--- config.mk ---
export PLATFORM = sky130hd
export DESIGN_NAME = pulse_queue_tx
export DESIGN_NICKNAME = d
export VERILOG_FILES = /design/src/rtl/cdc_pkg.sv /design/src/rtl/sync_stages.sv /design/src/rtl/pulse_queue_tx.sv
export SDC_FILE = /design/constraint.sdc
export NUM_CORES = 1
export LEC_CHECK = 0
export CAP_MARGIN = 15
export CORE_MARGIN = 5
export CORE_UTILIZATION = 35
export CTS_CLUSTER_SIZE = 14
export DETAILED_ROUTE_END_ITERATION = 16
export GPL_TIMING_DRIVEN = 0
export SYNTH_ARGS = -nofsm -noshare
export SYNTH_HDL_FRONTEND = slang
export SYNTH_SLANG_ARGS = --single-unit
--- constraint.sdc ---
create_clock -name aclk_i -period 2.11 [get_ports aclk_i]
set_input_delay 0.3165 -clock aclk_i [delete_from_list [all_inputs] [get_ports aclk_i]]
set_output_delay 0.3165 -clock aclk_i [all_outputs]
set_load 0.05 [all_outputs]
--- src/rtl/cdc_pkg.sv ---
// cdc_pkg: state encoding and synchronizer depth limits shared by the pulse handshake blocks.
package cdc_pkg;
  typedef enum logic {ST_IDLE = 1'b0, ST_WAIT_ACK = 1'b1} state_t;
  localparam int SYNC_MIN = 2;
  localparam int SYNC_MAX = 4;
endpackage

--- src/rtl/sync_stages.sv ---
// sync_stages: N-flop single-bit synchronizer with asynchronous active-high reset.
module sync_stages #(
  parameter int N = 2
) (
  input  logic aclk_i,
  input  logic arst_i,
  input  logic d_i,
  output logic q_o
);
  logic [N-1:0] ff;
  always_ff @(posedge aclk_i or posedge arst_i)
    if (arst_i) ff <= '0;
    else ff <= {ff[N-2:0], d_i};
  assign q_o = ff[N-1];
endmodule

--- src/rtl/pulse_queue_tx.sv ---
// pulse_queue_tx: queues source pulses and launches one request toggle per pulse, one in flight at a time.
// Define PULSE_TX_FAST_RELAUNCH_EN to relaunch on the acknowledge edge instead of passing through IDLE.
module pulse_queue_tx
  import cdc_pkg::*;
#(
  parameter int CNT_W       = 4,
  parameter int SYNC_STAGES = 2
) (
  input  logic             aclk_i,
  input  logic             arst_i,
  input  logic             pulse_i,
  input  logic             ack_tgl_i,
  input  logic             clr_ovf_i,
  output logic             req_tgl_o,
  output logic             busy_o,
  output logic [CNT_W-1:0] pending_o,
  output logic             overflow_o
);
  // out-of-range depths are clamped rather than rejected
  localparam int STAGES = SYNC_STAGES < SYNC_MIN ? SYNC_MIN :
                          SYNC_STAGES > SYNC_MAX ? SYNC_MAX : SYNC_STAGES;
  state_t state;
  logic ack_s, ack_ok, launch, inc, drop;
  sync_stages #(.N(STAGES)) u_ack_sync (
    .aclk_i(aclk_i),
    .arst_i(arst_i),
    .d_i   (ack_tgl_i),
    .q_o   (ack_s)
  );
  assign ack_ok = ack_s == req_tgl_o;
`ifdef PULSE_TX_FAST_RELAUNCH_EN
  assign launch = |pending_o && (state == ST_IDLE || ack_ok);
`else
  assign launch = |pending_o && state == ST_IDLE;
`endif
  // a pulse at saturation is still accepted when a launch frees a slot
  assign inc  = pulse_i && (!(&pending_o) || launch);
  assign drop = pulse_i && &pending_o && !launch;
  always_ff @(posedge aclk_i or posedge arst_i)
    if (arst_i) begin
      pending_o  <= '0;
      overflow_o <= 1'b0;
    end else begin
      pending_o  <= pending_o + CNT_W'(inc) - CNT_W'(launch);
      overflow_o <= drop || (overflow_o && !clr_ovf_i);
    end
  always_ff @(posedge aclk_i or posedge arst_i)
    if (arst_i) begin
      state     <= ST_IDLE;
      req_tgl_o <= 1'b0;
      busy_o    <= 1'b0;
    end else if (launch) begin
      state     <= ST_WAIT_ACK;
      req_tgl_o <= ~req_tgl_o;
      busy_o    <= 1'b1;
    end else if (state == ST_WAIT_ACK && ack_ok) begin
      state  <= ST_IDLE;
      busy_o <= 1'b0;
    end
endmodule

==> metrics.txt, run 1 <==
# TYPE chip_impl_metric gauge
chip_impl_info{name="outcome",value="finished clean"} 1
chip_impl_metric{name="post_cts_resized",unit=""} 0
chip_impl_metric{name="number_of_pins_exceeding_their_max_slew_limit_in_the_final_report",unit=""} 0
chip_impl_metric{name="nFillCells",unit=""} 117
chip_impl_metric{name="reg2regPathDepth",unit=""} 8
chip_impl_metric{name="die_width",unit="um"} 46.3
chip_impl_metric{name="grt_antenna_before_repair",unit=""} 0
chip_impl_info{name="worstReg2RegStart",value="pending_o[2]"} 1
chip_impl_metric{name="timing.critical_path.required",unit="ns"} 2.29
chip_impl_metric{name="fin_crit_sh",unit="%"} 95.1
chip_impl_metric{name="detailedRoute.firstPassIterationCount",unit=""} 2
chip_impl_metric{name="hold_viol_final",unit=""} 0
chip_impl_metric{name="finalSetupViolations",unit=""} 0
chip_impl_metric{name="io-pin-count",unit=""} 12
chip_impl_metric{name="post-cts-setup-buffer-count",unit=""} 0
chip_impl_metric{name="timing.critical_path.slowest_cell_delay",unit="ns"} 0.38
chip_impl_metric{name="detail_route.drc_violations",unit=""} 0
chip_impl_metric{name="die_area",unit="mm2"} 0.00214
chip_impl_metric{name="num_vias",unit=""} 311
chip_impl_metric{name="die_h",unit="um"} 46.3
chip_impl_metric{name="floorplan.rows",unit=""} 13
chip_impl_metric{name="first_pass_grt_wire_length",unit="mm"} 1.49
chip_impl_metric{name="final_cells",unit=""} 69
chip_impl_metric{name="crit_fanout",unit=""} 4
chip_impl_metric{name="number_of_synthesis_warnings",unit=""} 0
chip_impl_metric{name="clock-sinks",unit=""} 9
chip_impl_metric{name="final_period_minus_worst_setup_slack",unit="ns"} 2.01
chip_impl_metric{name="setup.reg_to_reg.worst_slack",unit="ns"} 0.10
chip_impl_info{name="min-delay-path-class",value="in -> async"} 1
chip_impl_metric{name="cts_buffers",unit=""} 3
chip_impl_metric{name="area.growth.synth_to_final",unit="%"} 38.9
chip_impl_metric{name="globalRouteOverflowTotal",unit=""} 0
chip_impl_metric{name="maxCapViolCount",unit=""} 0
chip_impl_metric{name="worst-endpoint-arrival",unit="ns"} 2.19
chip_impl_metric{name="core",unit="mm2"} 0.00127
chip_impl_metric{name="synth_cell_type_count",unit=""} 17
chip_impl_metric{name="drt_iter0_markers",unit=""} 1
chip_impl_metric{name="yosys_register_bits",unit=""} 9
chip_impl_info{name="endpoint_kind",value="register"} 1
chip_impl_metric{name="synthCells",unit=""} 39
chip_impl_info{name="crit_type",value="reg -> reg"} 1
chip_impl_metric{name="hold_buffer_count_at_cts",unit=""} 0
chip_impl_info{name="crit_path_cell_trace",value="inv_2, ha_2, nor3b_4, or3_4, ha_1, a21o_1, a21oi_1, xor2_1"} 1
chip_impl_metric{name="grt_max_degree",unit=""} 10
chip_impl_info{name="clock_tree.root_cell",value="sky130_fd_sc_hd__clkbuf_4"} 1
chip_impl_metric{name="drt.antenna.violating_nets",unit=""} 0
chip_impl_metric{name="mappedNetlistArea",unit="um2"} 460
chip_impl_metric{name="synth_fp_nets",unit=""} 50
chip_impl_metric{name="timing.slew.headroom",unit="%"} 66.7
chip_impl_metric{name="crit_buf_inv",unit=""} 1
chip_impl_info{name="synth_top_area_cell",value="sky130_fd_sc_hd__dfrtp_1"} 1
chip_impl_metric{name="route.final.wire_length",unit="um"} 827
chip_impl_metric{name="route.detailed.vias_per_inst",unit=""} 4.51
chip_impl_metric{name="fraction_of_layout_instances_using_a_drive_strength_above_1",unit="%"} 22.2
chip_impl_metric{name="routabilityCongestion",unit=""} 0.715
chip_impl_metric{name="worst_slew_pin_slew",unit="ns"} 0.499
chip_impl_metric{name="achievable-frequency",unit="MHz"} 498
chip_impl_info{name="clock_tree_from_tritoncts",value="built"} 1
chip_impl_metric{name="placement.io_buffers",unit=""} 11
chip_impl_metric{name="initial_util",unit="%"} 36.3
chip_impl_metric{name="clk_latency",unit="ns"} 0.26
chip_impl_metric{name="cts.path.max_buffers",unit=""} 2
chip_impl_info{name="cpMaxStageDelayCell",value="sky130_fd_sc_hd__dfrtp_2"} 1
chip_impl_info{name="reg2reg_to",value="pending_o[3]"} 1
chip_impl_metric{name="htree_levels",unit=""} 1
chip_impl_info{name="most_area_consuming_cells_after_synthesis",value="sky130_fd_sc_hd__dfrtp_1, sky130_fd_sc_hd__ha_1, sky130_fd_sc_hd__inv_1, sky130_fd_sc_hd__fa_1, sky130_fd_sc_hd__xnor2_1"} 1
chip_impl_metric{name="clk_pin_slew",unit="ns"} 0.06
chip_impl_info{name="worst_setup_path_start_kind",value="register"} 1
chip_impl_metric{name="grt_usage",unit="%"} 10.6
chip_impl_metric{name="wl_per_cell",unit="um"} 12.0
chip_impl_metric{name="post-dp-hpwl",unit="um"} 671
chip_impl_metric{name="num_antenna_cells",unit=""} 0
chip_impl_metric{name="dp.cells",unit=""} 65
chip_impl_info{name="critPathTopFamily",value="simple AND/OR/NAND/NOR gates"} 1
chip_impl_metric{name="vias_in_the_first_global_route",unit=""} 355
chip_impl_metric{name="number_of_nets_in_the_final_layout",unit=""} 66
chip_impl_info{name="rsz_0062_raised_after_global_routing",value="no"} 1
chip_impl_metric{name="synth_top_cell_area_share",unit="%"} 48.9
chip_impl_metric{name="timing.clock.skew",unit="ns"} 0.00430
chip_impl_metric{name="syn_area_per_cell",unit="um2"} 11.8
chip_impl_metric{name="ys_seq_area_share",unit="%"} 48.9
through the flow:
step | util (%) | setup TNS (ns) | instance area, um2 | setup WS (ns) | hold WS [ns]
2_1_floorplan | - | -0.000860 | 484 | -0.000860 | 0.144
3_3_place_gp | 48.3 | 0 | 613 | 0.0484 | 0.337
3_5_place_dp | 48.3 | 0 | 613 | 0.0152 | 0.346
4_1_cts | 50.4 | 0 | 639 | 0.0819 | 0.305
5_1_grt | 50.4 | 0 | 639 | 0.0211 | 0.357
6_report | 50.4 | 0 | 639 | 0.103 | 0.314
Yosys cell counts:
| library cell | instances |
|---|---|
| sky130_fd_sc_hd__dfrtp_1 | 9 |
| sky130_fd_sc_hd__inv_1 | 8 |
| sky130_fd_sc_hd__ha_1 | 5 |
| sky130_fd_sc_hd__nand3_1 | 2 |
| sky130_fd_sc_hd__xnor2_1 | 2 |
| sky130_fd_sc_hd__xor2_1 | 2 |
| sky130_fd_sc_hd__a21o_1 | 1 |
| sky130_fd_sc_hd__a21oi_1 | 1 |
| sky130_fd_sc_hd__fa_1 | 1 |
| sky130_fd_sc_hd__mux2i_1 | 1 |
| sky130_fd_sc_hd__nand2_1 | 1 |
| sky130_fd_sc_hd__nand3_2 | 1 |
| sky130_fd_sc_hd__nand3b_1 | 1 |
| sky130_fd_sc_hd__nor2_1 | 1 |
| sky130_fd_sc_hd__nor3b_2 | 1 |
| sky130_fd_sc_hd__o22ai_1 | 1 |
| sky130_fd_sc_hd__or3_4 | 1 |
worst max path at each step:
stage                      start            to  slack, ns  cells after the start
detailed placement       pulse_i  pending_o[3]       0.02                      6
finish              pending_o[2]  pending_o[3]       0.10                      8
global route        pending_o[2]  pending_o[3]       0.02                      8
global placement         pulse_i  pending_o[2]       0.05                      7
CTS                 pending_o[2]  pending_o[3]       0.08                      8
floorplan           pending_o[2]  pending_o[2]    -0.0009                      9
placed cells by master (no fill, tap or decap):
cell type	count
sky130_fd_sc_hd__a21o_1	1
sky130_fd_sc_hd__a21oi_1	1
sky130_fd_sc_hd__clkbuf_1	1
sky130_fd_sc_hd__clkbuf_4	3
sky130_fd_sc_hd__clkdlybuf4s50_1	11
sky130_fd_sc_hd__dfrtp_1	7
sky130_fd_sc_hd__dfrtp_2	2
sky130_fd_sc_hd__fa_1	1
sky130_fd_sc_hd__ha_1	3
sky130_fd_sc_hd__ha_2	1
sky130_fd_sc_hd__ha_4	1
sky130_fd_sc_hd__inv_1	6
sky130_fd_sc_hd__inv_2	2
sky130_fd_sc_hd__mux2i_1	1
sky130_fd_sc_hd__nand2_1	1
sky130_fd_sc_hd__nand3_1	2
sky130_fd_sc_hd__nand3_2	1
sky130_fd_sc_hd__nand3b_1	1
sky130_fd_sc_hd__nor2_1	1
sky130_fd_sc_hd__nor3b_4	1
sky130_fd_sc_hd__o22ai_1	1
sky130_fd_sc_hd__or3_4	1
sky130_fd_sc_hd__xnor2_1	2
sky130_fd_sc_hd__xor2_1	2
final cells by class:
class / instances / area [um2] / area share (%)
Clock buffer: 4 / 26.3 / 4.11
Inverter: 8 / 30.0 / 4.70
Multi-Input combinational cell: 22 / 226 / 35.4
Sequential cell: 9 / 228 / 35.6
Tap cell: 15 / 18.8 / 2.94
Timing Repair Buffer: 11 / 110 / 17.2
cell families after synthesis:
logic type	after synthesis	synth area share, %
buffers and inverters	8	6.52
and+or+nand+nor	8	12.8
xor gates and xnor gates	4	7.61
adders and majority gates	6	17.9
AOI/OAI and AO/OA	3	4.08
DFF	9	48.9
muxes	1	2.17
layer usage:
metal / wire length (um) / part of all wire [%] / global-route usage [%] / up-vias
li1: - / - / - / 154
met1: 357 / 43 / 11.2 / 142
met2: 353 / 43 / 15.7 / 11
met3: 80 / 9.7 / 3.13 / 4
met4: 36 / 4.4 / 11.9 / 0
met5: 0 / 0 / 0 / -
sequential cells by signal, indices dropped and copies added (netlist names):
name,flops
pending_o,4
busy_o,1
u_ack_sync.ff,2
req_tgl_o,1
overflow_o,1
Power of run 1 is not shown: default switching activity piles up to over one toggle a cycle in this logic, so the estimate is an artifact.
==> inputs of run 2 (changes only) <==
- GPL_ROUTABILITY_DRIVEN: not set -> 0
- clock period: 2.11 -> 2.4 ns (I/O delays scaled with it)
==> metrics.txt, run 2 (synthesized netlist as in run 1, its figures left out) <==
# TYPE chip_impl_metric gauge
chip_impl_metric{name="cts.path.max_buffers",unit=""} 2
chip_impl_metric{name="vias_in_the_first_global_route",unit=""} 322
chip_impl_metric{name="finalSetupViolations",unit=""} 0
chip_impl_metric{name="timing.clock.skew",unit="ns"} 0.00306
chip_impl_metric{name="drt.antenna.violating_nets",unit=""} 0
chip_impl_metric{name="hold_buffer_count_at_cts",unit=""} 0
chip_impl_metric{name="globalRouteOverflowTotal",unit=""} 0
chip_impl_info{name="most_common_library_cell_in_the_layout_ignoring_fill_and_taps",value="sky130_fd_sc_hd__clkdlybuf4s50_1"} 1
chip_impl_metric{name="fin_crit_sh",unit="%"} 87.7
chip_impl_metric{name="wl_per_cell",unit="um"} 11.9
chip_impl_metric{name="dp.cells",unit=""} 65
chip_impl_metric{name="final_period_minus_worst_setup_slack",unit="ns"} 2.10
chip_impl_info{name="outcome",value="finished clean"} 1
chip_impl_info{name="crit_type",value="reg -> reg"} 1
chip_impl_info{name="layout.cells.most_common_list",value="sky130_fd_sc_hd__clkdlybuf4s50_1, sky130_fd_sc_hd__dfrtp_1, sky130_fd_sc_hd__inv_1, sky130_fd_sc_hd__ha_1, sky130_fd_sc_hd__clkbuf_4"} 1
chip_impl_metric{name="detail_route.drc_violations",unit=""} 0
chip_impl_metric{name="route.detailed.vias_per_inst",unit=""} 4.58
chip_impl_metric{name="detailedRoute.firstPassIterationCount",unit=""} 4
chip_impl_info{name="endpoint_kind",value="register"} 1
chip_impl_metric{name="maxCapViolCount",unit=""} 0
chip_impl_info{name="min-delay-path-class",value="reg -> reg"} 1
chip_impl_metric{name="timing.critical_path.slowest_cell_delay",unit="ns"} 0.38
chip_impl_metric{name="cts_buffers",unit=""} 3
chip_impl_metric{name="fraction_of_layout_instances_using_a_drive_strength_above_1",unit="%"} 11.1
chip_impl_info{name="largest_registers",value="pending_o (4), u_ack_sync.ff (2)"} 1
chip_impl_metric{name="worst_slew_pin_slew",unit="ns"} 0.522
chip_impl_metric{name="worst-endpoint-arrival",unit="ns"} 2.25
chip_impl_metric{name="route.final.wire_length",unit="um"} 821
chip_impl_metric{name="drt_iter0_markers",unit=""} 3
chip_impl_info{name="cpMaxStageDelayCell",value="sky130_fd_sc_hd__fa_1"} 1
chip_impl_metric{name="achievable-frequency",unit="MHz"} 475
chip_impl_metric{name="post_cts_resized",unit=""} 0
chip_impl_info{name="largest_register",value="pending_o"} 1
chip_impl_metric{name="die_width",unit="um"} 46.3
chip_impl_info{name="critPathTopFamily",value="adder cells"} 1
chip_impl_metric{name="crit_buf_inv",unit=""} 2
chip_impl_metric{name="num_antenna_cells",unit=""} 0
chip_impl_metric{name="post-cts-setup-buffer-count",unit=""} 0
chip_impl_metric{name="floorplan.rows",unit=""} 13
chip_impl_metric{name="layout.cell_area.non_filler",unit="um2"} 616
chip_impl_metric{name="grt_usage",unit="%"} 9.13
chip_impl_metric{name="final_cells",unit=""} 69
chip_impl_metric{name="die_h",unit="um"} 46.3
chip_impl_metric{name="first_pass_grt_wire_length",unit="mm"} 1.32
chip_impl_metric{name="post-dp-hpwl",unit="um"} 662
chip_impl_metric{name="io-pin-count",unit=""} 12
chip_impl_metric{name="number_of_pins_exceeding_their_max_slew_limit_in_the_final_report",unit=""} 0
chip_impl_metric{name="clk_latency",unit="ns"} 0.25
chip_impl_info{name="timing.critical_path.from",value="pending_o[2]"} 1
chip_impl_info{name="min-delay-start",value="u_ack_sync.ff[0]"} 1
chip_impl_metric{name="clk_pin_slew",unit="ns"} 0.06
chip_impl_metric{name="placement.io_buffers",unit=""} 11
chip_impl_metric{name="timing.slew.headroom",unit="%"} 65.1
chip_impl_metric{name="nFillCells",unit=""} 122
chip_impl_metric{name="initial_util",unit="%"} 36.3
chip_impl_metric{name="number_of_nets_in_the_final_layout",unit=""} 66
chip_impl_metric{name="placedInstanceArea",unit="um2"} 589
chip_impl_info{name="rsz_0062_raised_after_global_routing",value="no"} 1
chip_impl_info{name="clock_tree.root_cell",value="sky130_fd_sc_hd__clkbuf_4"} 1
chip_impl_metric{name="area.growth.synth_to_final",unit="%"} 33.7
chip_impl_metric{name="crit_fanout",unit=""} 4
chip_impl_metric{name="whs",unit="ns"} 0.362
chip_impl_metric{name="num_vias",unit=""} 316
chip_impl_metric{name="largest_register_ffs",unit=""} 4
chip_impl_metric{name="core",unit="mm2"} 0.00127
chip_impl_metric{name="timing.critical_path.required",unit="ns"} 2.54
chip_impl_metric{name="setup-tns-final",unit="ns"} 0
chip_impl_metric{name="htree_levels",unit=""} 1
chip_impl_info{name="crit_path_cell_trace",value="inv_1, ha_1, nor3b_2, or3_4, nand3_2, ha_1, inv_1, fa_1, xnor2_1"} 1
chip_impl_metric{name="grt_max_degree",unit=""} 10
chip_impl_metric{name="grt_antenna_before_repair",unit=""} 0
chip_impl_metric{name="hold_viol_final",unit=""} 0
chip_impl_info{name="worstReg2RegStart",value="pending_o[2]"} 1
chip_impl_info{name="worst_setup_path_start_kind",value="register"} 1
chip_impl_metric{name="die_area",unit="mm2"} 0.00214
chip_impl_metric{name="setup.reg_to_reg.worst_slack",unit="ns"} 0.30
chip_impl_metric{name="clock-sinks",unit=""} 9
chip_impl_info{name="clock_tree_from_tritoncts",value="built"} 1
## run 2: metrics by stage
stage	utilization [%]	setup WS [ns]
floorplan	-	0.0654
finish	48.5	0.296
detailed placement	46.4	0.243
CTS	48.5	0.286
global placement	46.4	0.275
global route	48.5	0.215
## run 2: worst paths after layout
check                                   end  cells after the start
hold / removal             u_ack_sync.ff[1]                      0
hold reg to reg            u_ack_sync.ff[1]                      0
setup / recovery               pending_o[2]                      9
setup reg to reg               pending_o[2]                      9
min in group asynchronous      pending_o[3]                      2
max in group asynchronous            busy_o                      2
## run 2: area by class of cell
cell class	count	area, um2	share of cell area (%)
multi-input cells	22	205	33.3
inverters	8	30.0	4.88
flip-flops and latches	9	225	36.6
clock buffers	4	26.3	4.27
repair buffers	11	110	17.9
well taps	15	18.8	3.05
## run 2: metal layers
layer  vias to the layer above  wire (um)  GRT usage, %
li1                        155          -             -
met1                       146        347          10.8
met2                        11        380          12.9
met3                         4         68          2.73
met4                         0         25          8.52
met5                         -          0             0
Power of run 2 is left out for the same reason.
